## config.mk

```make
export PLATFORM = sky130hd
export DESIGN_NAME = mem_arbiter
export DESIGN_NICKNAME = d
export VERILOG_FILES = /design/src/rtl/mem_arbiter.sv
export SDC_FILE = /design/constraint.sdc
export NUM_CORES = 1
export LEC_CHECK = 0
export CORE_MARGIN = 2
export CORE_UTILIZATION = 39
export DETAILED_ROUTE_END_ITERATION = 12
export GPL_TIMING_DRIVEN = 1
export MAX_ROUTING_LAYER = met4
export PLACE_DENSITY = 0.81
export SLEW_MARGIN = 30
export SYNTH_ARGS = -nofsm -noshare
export SYNTH_HDL_FRONTEND = slang
export SYNTH_SLANG_ARGS = --single-unit
```

## constraint.sdc

```tcl
create_clock -name clk -period 1.69 [get_ports clk]
set_input_delay 0.2535 -clock clk [delete_from_list [all_inputs] [get_ports clk]]
set_output_delay 0.2535 -clock clk [all_outputs]
set_load 0.02 [all_outputs]
```

## src/rtl/mem_arbiter.sv

```systemverilog
// mem_arbiter
// Two-requester memory arbiter that shares one memory port between an
// instruction-fetch requester and a data requester. One access is in flight at
// a time, sequenced IDLE -> ISSUE -> WAIT -> RESP. Data normally wins, but a
// fetch that has been passed over STARVE_LIMIT times in a row is granted next.
// A WAIT phase that runs TIMEOUT_CYCLES cycles without mem_ready ends with a
// fault response and zero read data.
//
// Ports
//   clk, reset                      clock, synchronous active-high reset
//   if_req, if_addr                 fetch request (held until if_ack)
//   if_ack, if_fault                fetch completion pulse / fault (valid with ack)
//   d_req, d_op, d_addr, d_wdata    data request (held until d_ack)
//   d_ack, d_fault                  data completion pulse / fault (valid with ack)
//   rdata                           read data of the last completed access
//   mem_valid                       one-cycle issue strobe to memory
//   mem_op, mem_addr, mem_wdata     latched command of the granted requester
//   mem_ready, mem_fault, mem_rdata memory completion, fault and read data
//   busy                            high whenever an access is in progress
module mem_arbiter #(
  parameter int TIMEOUT_CYCLES = 15,
  parameter int STARVE_LIMIT   = 2,
  parameter int DATA_W         = 32
) (
  input  logic              clk,
  input  logic              reset,
  input  logic              if_req,
  input  logic [DATA_W-1:0] if_addr,
  output logic              if_ack,
  output logic              if_fault,
  input  logic              d_req,
  input  logic [2:0]        d_op,
  input  logic [DATA_W-1:0] d_addr,
  input  logic [DATA_W-1:0] d_wdata,
  output logic              d_ack,
  output logic              d_fault,
  output logic [DATA_W-1:0] rdata,
  output logic              mem_valid,
  output logic [2:0]        mem_op,
  output logic [DATA_W-1:0] mem_addr,
  output logic [DATA_W-1:0] mem_wdata,
  input  logic              mem_ready,
  input  logic              mem_fault,
  input  logic [DATA_W-1:0] mem_rdata,
  output logic              busy
);

  typedef enum logic [1:0] {IDLE, ISSUE, WAIT, RESP} state_t;

  localparam logic [2:0] FETCH_OP   = 3'b010;
  localparam logic [1:0] STARVE_MAX = 2'(STARVE_LIMIT);
  // Count value seen in the last allowed WAIT cycle.
  localparam logic [3:0] WAIT_LAST  = 4'(TIMEOUT_CYCLES - 1);

  state_t     state;
  state_t     state_nxt;
  logic [1:0] starve_cnt;
  logic [3:0] wait_cnt;
  logic       grant_d;   // owner of the access in flight: 1 = data, 0 = fetch
  logic       fault_q;

  logic any_req;
  logic pick_d;
  logic timeout;

  function automatic logic [1:0] starve_sat_inc(input logic [1:0] cnt);
    if (cnt >= STARVE_MAX) return STARVE_MAX;
    return cnt + 2'd1;
  endfunction

  always_comb begin
    any_req   = if_req | d_req;
    // Data wins unless fetch has already been passed over STARVE_LIMIT times.
    pick_d    = d_req & ~(if_req & (starve_cnt == STARVE_MAX));
    timeout   = (wait_cnt == WAIT_LAST);
    state_nxt = state;
    case (state)
      IDLE:    if (any_req) state_nxt = ISSUE;
      ISSUE:   state_nxt = WAIT;
      WAIT:    if (mem_ready || timeout) state_nxt = RESP;
      RESP:    state_nxt = IDLE;
      default: state_nxt = IDLE;
    endcase
  end

  always_ff @(posedge clk) begin
    if (reset) begin
      state      <= IDLE;
      starve_cnt <= '0;
      wait_cnt   <= '0;
      grant_d    <= 1'b0;
      fault_q    <= 1'b0;
      rdata      <= '0;
      mem_op     <= '0;
      mem_addr   <= '0;
      mem_wdata  <= '0;
    end else begin
      state <= state_nxt;
      case (state)
        IDLE: begin
          if (!if_req)     starve_cnt <= '0;
          else if (pick_d) starve_cnt <= starve_sat_inc(starve_cnt);
          else             starve_cnt <= '0;
          if (any_req) begin
            grant_d <= pick_d;
            if (pick_d) begin
              mem_op    <= d_op;
              mem_addr  <= d_addr;
              mem_wdata <= d_wdata;
            end else begin
              mem_op    <= FETCH_OP;
              mem_addr  <= if_addr;
              mem_wdata <= '0;
            end
          end
        end
        ISSUE: wait_cnt <= '0;
        WAIT: begin
          if (mem_ready) begin
            rdata   <= mem_rdata;
            fault_q <= mem_fault;
          end else begin
            wait_cnt <= wait_cnt + 4'd1;
            if (timeout) begin
              rdata   <= '0;
              fault_q <= 1'b1;
            end
          end
        end
        default: ;
      endcase
    end
  end

  assign mem_valid = (state == ISSUE);
  assign busy      = (state != IDLE);
  assign if_ack    = (state == RESP) & ~grant_d;
  assign d_ack     = (state == RESP) &  grant_d;
  assign if_fault  = if_ack & fault_q;
  assign d_fault   = d_ack  & fault_q;

endmodule

```

==> results of run 1 <==
[per-layer routing]
metal	vias up	track usage
met5	-	-
met4	0	0.08137
met1	2106	0.2590
met3	27	0.06935
met2	195	0.3854
li1	2123	-
[cells by family after synthesis]
family                     Yosys count  synth area share
AOI/OAI and AO/OA                  149            0.2709
and+or+nand+nor                    126            0.1327
DFF                                109            0.5022
buffers and inverters               56           0.07170
adders and majority gates            7           0.02015
muxes                                1          0.002304
[worst paths after layout]
| check | start | to | slack (ns) | cells after the start |
|---|---|---|---|---|
| setup / recovery | rdata[4]$_SDFFE_PP0P_ | rdata[4] | 0.05 | 1 |
| hold / removal | reset | grant_d$_SDFFE_PP0P_ | 0.36 | 3 |
| setup reg to reg | state[0]$_SDFFE_PP0P_ | rdata[9]$_SDFFE_PP0P_ | 0.11 | 7 |
| hold reg to reg | rdata[30]$_SDFFE_PP0P_ | rdata[30]$_SDFFE_PP0P_ | 0.48 | 1 |
[timing repair]
| item | CTS | global route |
|---|---|---|
| resized for setup | 18 | 10 |
| gates cloned | 0 | 0 |
| pin swaps | 0 | 1 |
| endpoints found under the setup margin | 29 | 45 |
[power by group through the flow]
stage / Sequential (W) / Clock (W) / Combinational (W)
after detailed placement: 0.00342 / 0 / 0.00402
after global placement: 0.00340 / 0 / 0.00390
after CTS: 0.00337 / 0.00161 / 0.00406
after floorplan: 0.00398 / 0 / 0.00170
after global routing: 0.00343 / 0.00171 / 0.00436
final: 0.00337 / 0.00156 / 0.00406
[cell usage in the layout (no fill, tap or decap), drive strengths merged, types with 5 or more instances in the layout]
cell	instances
a21oi	5
a22o	32
a311oi	36
a32oi	34
buf	23
clkbuf	12
clkdlybuf4s50	231
dfxtp	109
ha	7
inv	8
nand3	33
nor2	71
o21ai	33
[stage by stage]
stage / area, µm² / hold slack, ns
4_1_cts: 7109 / 0.3510
3_3_place_gp: 6927 / 0.4543
5_1_grt: 7127 / 0.3668
6_report: 7127 / 0.3634
3_5_place_dp: 6927 / 0.4569
2_1_floorplan: 4345 / 0.3862
[flip-flops by register name (all words and copies together), names as in the netlist]
signal      cells
mem_addr       32
wait_cnt        4
rdata          32
grant_d         1
fault_q         1
starve_cnt      2
mem_op          3
mem_wdata      32
state           2
[cell type report]
cell class,instances,share of cell area
antenna,1,0.0003511
timing repair buffer,260,0.3757
multi-input combinational,283,0.2633
tap,140,0.02458
clock buffer,11,0.01843
inverter,8,0.004213
sequential,109,0.3064
clock inverter,4,0.007022
==> summary.txt, run 1 <==
Die span in x: 109.6 µm
DR WL met2: 6.990 mm
Clock power frac: 0.173
Critical Path End Type: output port
Row cnt: 38
Critical path type: flip-flop to output port
Worst path slowest cell: clkdlybuf4s50_1
PortBufs: 241
Status: complete, no violations
CP Buf/Inv Count: 1
Crit path time final: 1.641 ns
Clock Sinks: 109
Cell Area, Synth: 0.004345 mm²
Cell count after placement: 800
IO Count: 242
EDFF count, synth: 0
HP Class: primary input to flip-flop
Power consumption: 0.008988 W
Sum Neg Setup Slack: 0 ns
Vias in the first global route: 4,311
Cell internal pwr: 0.005728 W
Largest net degree at the start of global routing: 69
Post-synth top flop: dfxtp_1
CP cell instances: clkdlybuf4s50_1
Vias post-DR: 4,451
Initial antenna violation count: 1
Drt pass-1 iters: 4
Die Ht: 109.6 µm
Max-Cap Viols: 0
Slew HR: 0.7552
Clock root cell: clkbuf_8
Synthesized Nets: 592
Register area share after synthesis: 0.5022
Pins Over Slew Limit: 0
Dominant delay contributor by cell family on the critical path: buffers and inverters
Synth top cells by count: 109 x dfxtp_1, 71 x nor2_1, 35 x a311oi_1, 34 x a32oi_1, 33 x nand3_1
Met3 wire len: 1.103 mm
Post-Layout Cell Count: 816
Final core occ: 0.6574
Pleak: 2.641 nW
DP HPWL: 9.881 mm
Post-CTS setup buffers: 0
CP max FO: 2
Final hold viol count: 0
Reg area: 0.002183 mm²
Total GRT Usage: 0.2295
Initial Utilization: 0.4009
Global route total overflow: 0
Crit path launch type: flip-flop
Dominant cells by area after synthesis: dfxtp_1 50%, a311oi_1 7.1%, a32oi_1 6.9%, a22o_1 6.4%, nor2_1 6.1%
Worst Skew: 0.009204 ns
Net Sw Frac: 0.3628
Arr. time, crit path: 1.39 ns
First-pass GRT wire length: 20.98 mm
# hold bufs at CTS: 0
Fill count: 860
Total CTS buffers: 9
Layout cells sized above 1: 0.08444
Area grow syn2layout: 64.01%
Post-synth ARST share: 0
RSZ-0062 raised after global routing: true
Placeable Area: 0.01084 mm²
Largest area contributor in the netlist: dfxtp_1
Yosys reg bits: 109
Mapped Cells: 448
Setup violations, final: 0
Final net count: 815
# H-tree levels: 3
Most common cell in the netlist: dfxtp_1
CP required: 1.44 ns
Final period utilization: 0.9709
Measured slew at the worst slew-check pin: 0.3664 ns
Area occupied by multi-input gates: 0.001877 mm²
Peak supply drop: 859.8 µV
Yosys top cell area share: 0.5022
Initial drt markers: 292
Cell Pwr Density: 1261 mW/mm²
Sequential Power Share: 0.375
Max clock buf depth: 2
DR top layer: met4
Synth Area per Inst: 9.700 µm²
Global placer's final weighted congestion: 0.7913
TritonCTS clock tree: yes
Worst-Skew Late Latency: 0.38 ns
Synth warnings: 0
Switch Pwr: 0.003261 W
Total die area: 0.01200 mm²
Drt via density: 5.455
Max Clk Rate: 0.6095 GHz
Post-synthesis cell type count: 41
Comb power frac: 0.452
Crit-path max cell delay: 0.64 ns
Total wire length: 14.04 mm
Routed met1 length: 5.630 mm
DRC errors left: 0
Setup slack after layout: 0.04924 ns
DP Worst Slack: -0.1319 ns
Final ANT Viol Nets: 0
Post-DR wirelength/cell: 17.21 µm
Clock transition at path regs: 0.10 ns
(Power assumes the default switching activity.)
==> run 2, diff against run 1 <==
--- a/config.mk
+++ b/config.mk
@@ -6,11 +6,13 @@
 export NUM_CORES = 1
 export LEC_CHECK = 0
 export CORE_MARGIN = 2
-export CORE_UTILIZATION = 39
+export CORE_UTILIZATION = 40
+export CTS_BUF_LIST = sky130_fd_sc_hd__clkbuf_8
 export DETAILED_ROUTE_END_ITERATION = 12
 export GPL_TIMING_DRIVEN = 1
 export MAX_ROUTING_LAYER = met4
-export PLACE_DENSITY = 0.81
+export PLACE_DENSITY = 0.83
+export SKIP_LAST_GASP = 1
 export SLEW_MARGIN = 30
 export SYNTH_ARGS = -nofsm -noshare
 export SYNTH_HDL_FRONTEND = slang
==> summary.txt, run 2 (synthesis results as in run 1) <==
Post-DR wirelength/cell: 17.01 µm (was 17.21 µm)
Clock root cell: clkbuf_8 (unchanged)
Vias in the first global route: 4,400 (was 4,311)
Max-Cap Viols: 0 (unchanged)
Placeable Area: 0.01070 mm² (was 0.01084 mm²)
Total wire length: 14.02 mm (was 14.04 mm)
Worst path slowest cell: dfxtp_2 (was clkdlybuf4s50_1)
Die span in x: 108.2 µm (was 109.6 µm)
Cell Pwr Density: 1249 mW/mm² (was 1261 mW/mm²)
Crit path launch type: flip-flop (unchanged)
Setup slack after layout: 0.05461 ns (was 0.04924 ns)
Slew HR: 0.7708 (was 0.7552)
Peak supply drop: 691.8 µV (was 859.8 µV)
Comb power frac: 0.453 (was 0.452)
Clock Sinks: 109 (unchanged)
Die Ht: 108.2 µm (was 109.6 µm)
Critical path type: flip-flop to output port (unchanged)
Total CTS buffers: 9 (unchanged)
Power consumption: 0.008902 W (was 0.008988 W)
Net Sw Frac: 0.3702 (was 0.3628)
Final net count: 823 (was 815)
Pleak: 2.631 nW (was 2.641 nW)
DP Worst Slack: -0.09674 ns (was -0.1319 ns)
Initial Utilization: 0.4062 (was 0.4009)
Regs by FF count: mem_addr (32), mem_wdata (32), rdata (32) (unchanged)
Reg2Reg Depth: 6 (was 7)
Area grow syn2layout: 64.04% (was 64.01%)
Drt via density: 5.414 (was 5.455)
TritonCTS clock tree: yes (unchanged)
Final ANT Viol Nets: 0 (unchanged)
Global placer's final weighted congestion: 0.8457 (was 0.7913)
Worst Skew: 0.01428 ns (was 0.009204 ns)
Initial drt markers: 240 (was 292)
Fill count: 862 (was 860)
Clock transition at path regs: 0.10 ns (about the same)
Arr. time, crit path: 1.38 ns (was 1.39 ns)
Row cnt: 38 (unchanged)
Hold Crit Depth: 2 (was 3)
Pins Over Slew Limit: 0 (unchanged)
Cell internal pwr: 0.005606 W (was 0.005728 W)
Status: complete, no violations (unchanged)
Layout cells sized above 1: 0.09503 (was 0.08444)
HP Class: primary input to flip-flop (unchanged)
Largest net degree at the start of global routing: 64 (was 69)
Crit-path max cell delay: 0.34 ns (was 0.64 ns)
Final hold viol count: 0 (unchanged)
Clock power frac: 0.166 (was 0.173)
DRC errors left: 0 (unchanged)
Most frequent cells in the layout: 234 x clkdlybuf4s50_1, 107 x dfxtp_1, 70 x nor2_1 (was 231 x clkdlybuf4s50_1, 108 x dfxtp_1, 70 x nor2_1)
PortBufs: 241 (unchanged)
Max Clk Rate: 0.6115 GHz (was 0.6095 GHz)
Sum Neg Setup Slack: 0 ns (unchanged)
Worst-Skew Late Latency: 0.37 ns (was 0.38 ns)
CP cell instances: ha_1 -> nor2b_2 -> and2_1 -> buf_2 (was clkdlybuf4s50_1)
Critical Path End Type: output port (unchanged)
RSZ-0062 raised after global routing: true (unchanged)
Total GRT Usage: 0.2390 (was 0.2295)
Total die area: 0.01171 mm² (was 0.01200 mm²)
Drt pass-1 iters: 6 (was 4)
Worst hold margin: 0.1755 ns (was 0.3634 ns)
CP required: 1.44 ns (about the same)
Final period utilization: 0.9677 (was 0.9709)
IO Count: 242 (unchanged)
First-pass GRT wire length: 21.80 mm (was 20.98 mm)
CP max FO: 3 (was 2)
# diodes: 0 (was 1)
Max clock buf depth: 2 (unchanged)
Commonest non-fill, non-tap cell in the layout: clkdlybuf4s50_1 (unchanged)
R2R setup slack: 0.09 ns (was 0.11 ns)
Initial antenna violation count: 0 (was 1)
DP HPWL: 10.19 mm (was 9.881 mm)
# H-tree levels: 3 (unchanged)
# hold bufs at CTS: 0 (unchanged)
Setup violations, final: 0 (unchanged)
Vias post-DR: 4,461 (was 4,451)
Global route total overflow: 0 (unchanged)
Measured slew at the worst slew-check pin: 0.3428 ns (was 0.3664 ns)
Switch Pwr: 0.003296 W (was 0.003261 W)
Crit path time final: 1.635 ns (was 1.641 ns)
Sequential Power Share: 0.381 (was 0.375)
run 2: per-stage QoR:
stage	cell area, µm²	util	cells
2_1_floorplan	4345	-	448
3_3_place_gp	6952	0.6498	808
3_5_place_dp	6952	0.6498	808
4_1_cts	7129	0.6664	824
5_1_grt	7128	0.6663	824
6_report	7128	0.6663	824
run 2: worst max-delay path: cells and delay by family, from the launching register on:
| family | cells | cell delay (ns) |
|---|---|---|
| flops | 1 | 0.34 |
| simple gates | 2 | 0.31 |
| buf+inv | 1 | 0.16 |
| fa+ha+maj | 1 | 0.22 |
run 2: final cells by class:
cell class / count / area, µm² / area share
Multi-Input combinational cell: 283 / 1859 / 0.2608
Clock buffer: 9 / 123.9 / 0.01738
Inverter: 8 / 30.03 / 0.004213
Clock inverter: 7 / 58.81 / 0.008250
Sequential cell: 109 / 2185 / 0.3065
Tap cell: 140 / 175.2 / 0.02457
Timing Repair Buffer: 268 / 2696 / 0.3783
run 2: power groups by stage:
| stage | clock [W] | sequential [W] | combinational (W) |
|---|---|---|---|
| after floorplan | 0 | 0.00398 | 0.00170 |
| after global placement | 0 | 0.00341 | 0.00394 |
| after CTS | 0.00152 | 0.00339 | 0.00406 |
| final | 0.00148 | 0.00339 | 0.00403 |
| after detailed placement | 0 | 0.00344 | 0.00406 |
| after global routing | 0.00163 | 0.00345 | 0.00433 |
run 2: repair_timing:
item                                    CTS  global route
endpoints found under the setup margin    6            30
gates resized for setup                  21             6
buffers inserted                          0             0
run 2: worst paths after layout:
path	startpoint	end
hold / removal	reset	fault_q$_SDFFE_PP0P_
setup / recovery	state[0]$_SDFFE_PP0P_	if_fault
hold reg to reg	rdata[3]$_SDFFE_PP0P_	rdata[3]$_SDFFE_PP0P_
setup reg to reg	state[0]$_SDFFE_PP0P_	wait_cnt[1]$_SDFFE_PP0P_
run 2: metal layers:
| layer | track usage | vias up | share of wire |
|---|---|---|---|
| met2 | 0.4007 | 198 | 0.49 |
| met3 | 0.05425 | 27 | 0.078 |
| met1 | 0.2788 | 2097 | 0.41 |
| li1 | - | 2139 | - |
| met4 | 0.09249 | 0 | 0.023 |
| met5 | - | - | 0 |
==> patch, RTL diff (settings of run 2) <==
The parameter `TIMEOUT_CYCLES` goes from 15 to 11.
--- a/src/rtl/mem_arbiter.sv
+++ b/src/rtl/mem_arbiter.sv
@@ -18,7 +18,7 @@
 //   mem_ready, mem_fault, mem_rdata memory completion, fault and read data
 //   busy                            high whenever an access is in progress
 module mem_arbiter #(
-  parameter int TIMEOUT_CYCLES = 15,
+  parameter int TIMEOUT_CYCLES = 11,
   parameter int STARVE_LIMIT   = 2,
   parameter int DATA_W         = 32
 ) (
Behaviour: no difference found for any inputs over 4 cycles, from zero or initial values and one cycle with reset high; that may be too few to reach the edited logic, so the function may still have changed.
==> patch against run 2 <==
Sequential share of layout area increased by 0.058 points. Synthesized area decreased by 0.84%. Power decreased by 1.1%. Sequential cell count unchanged. Setup slack improved by 0.0078 ns. Cell area decreased by 0.25%. Combinational power decreased by 4%. Wire length decreased by 0.88%. Clock power increased by 4%. Via count increased by 1.8%. Global-route usage decreased by 0.28 points. Register-to-register slack about the same. Die area decreased by 0.81%. Critical endpoint is now mem_wdata[3]. Largest power group unchanged.
==> patch: results (changes against run 2) <==
p_sw_share_pct: 35.73  # -1.3 points
ir_worst_vdd_mv: 0.8123  # +17%
grt_usage_pct: 23.62  # -0.28 points
grt_max_degree: 69  # +7.8%
finalClockSkew_ns: 0.01005  # -0.004220 ns
worstPathMaxFanout: 2  # -1
cts_resized: 11  # -48%
place_ws_ns: -0.1248  # -0.02809 ns
synthAdderAreaFrac_pct: 2.033  # +0.017 points
groute.layer.met1.usage_pct: 29.36  # +1.5 points
synthTopCellsByArea: "dfxtp_1 51%, a32o_1 7.4%, a32oi_1 6.9%"
yosysSeqAreaShare_pct: 50.64  # +0.42 points
synth_compound_area_share_pct: 29.62  # +2.5 points
drive_above_1_share_pct: 8.931  # -0.57 points
ys_types: 36  # -12%
fin_util_pct: 68.57  # +1.9 points
dr_wl_met2_um: 6886  # +0.17%
slowest_stage: "clkdlybuf4s50_1"
dpl_cell_area_mm2: 0.006927  # -0.36%
via_per_inst: 5.543  # +2.4%
p_clk_share_pct: 17.5  # +0.9 points
use_met2_pct: 39.04  # -1.0 points
power.switching_mw: 3.146  # -4.5%
grt_pass1_wl_um: 21510  # -1.3%
grt_pass1_vias: 4370  # -0.68%
fillers: 818  # -5.1%
gp_congestion: 0.7983  # -5.6%
outcome: "finished, final reports clean"
wl_per_cell_um: 16.97  # -0.28%
m1WireLength_um: 5718  # about the same
grtUsageMet3_pct: 4.237  # -1.2 points
route.met3.wl_um: 1024  # -6.5%
patch: cell types whose count changed in the layout (fill, tap and decap cells not counted), moves of 3 or more:
cell and delta:
a32o_1 +32, a31oi_1 +32, nor2_1 -34, o21ai_0 +27, nand2_1 +4, a22o_1 -32
o21ai_1 +5, nand2b_1 -3, a311oi_1 -32
patch: path summary, 6_finish.rpt:
check / from / depth (start not counted) / end
worst max-delay path: mem_wdata[3]$_SDFFE_PP0P_ / 1 / mem_wdata[3]
worst min-delay path: if_addr[30] / 3 / mem_addr[30]$_SDFFE_PP0P_
worst max register to register: state[1]$_SDFFE_PP0P_ / 7 / mem_wdata[3]$_SDFFE_PP0P_
worst min register to register: starve_cnt[1]$_SDFFE_PP0N_ / 2 / starve_cnt[1]$_SDFFE_PP0N_
patch: layout make-up:
class	instances	share of cell area, %
Clock buffer	9	1.742
Clock inverter	6	0.8974
Timing Repair Buffer	269	37.92
Inverter	9	0.4751
Multi-Input combinational cell	281	25.87
Tap cell	136	2.393
Sequential cell	109	30.71
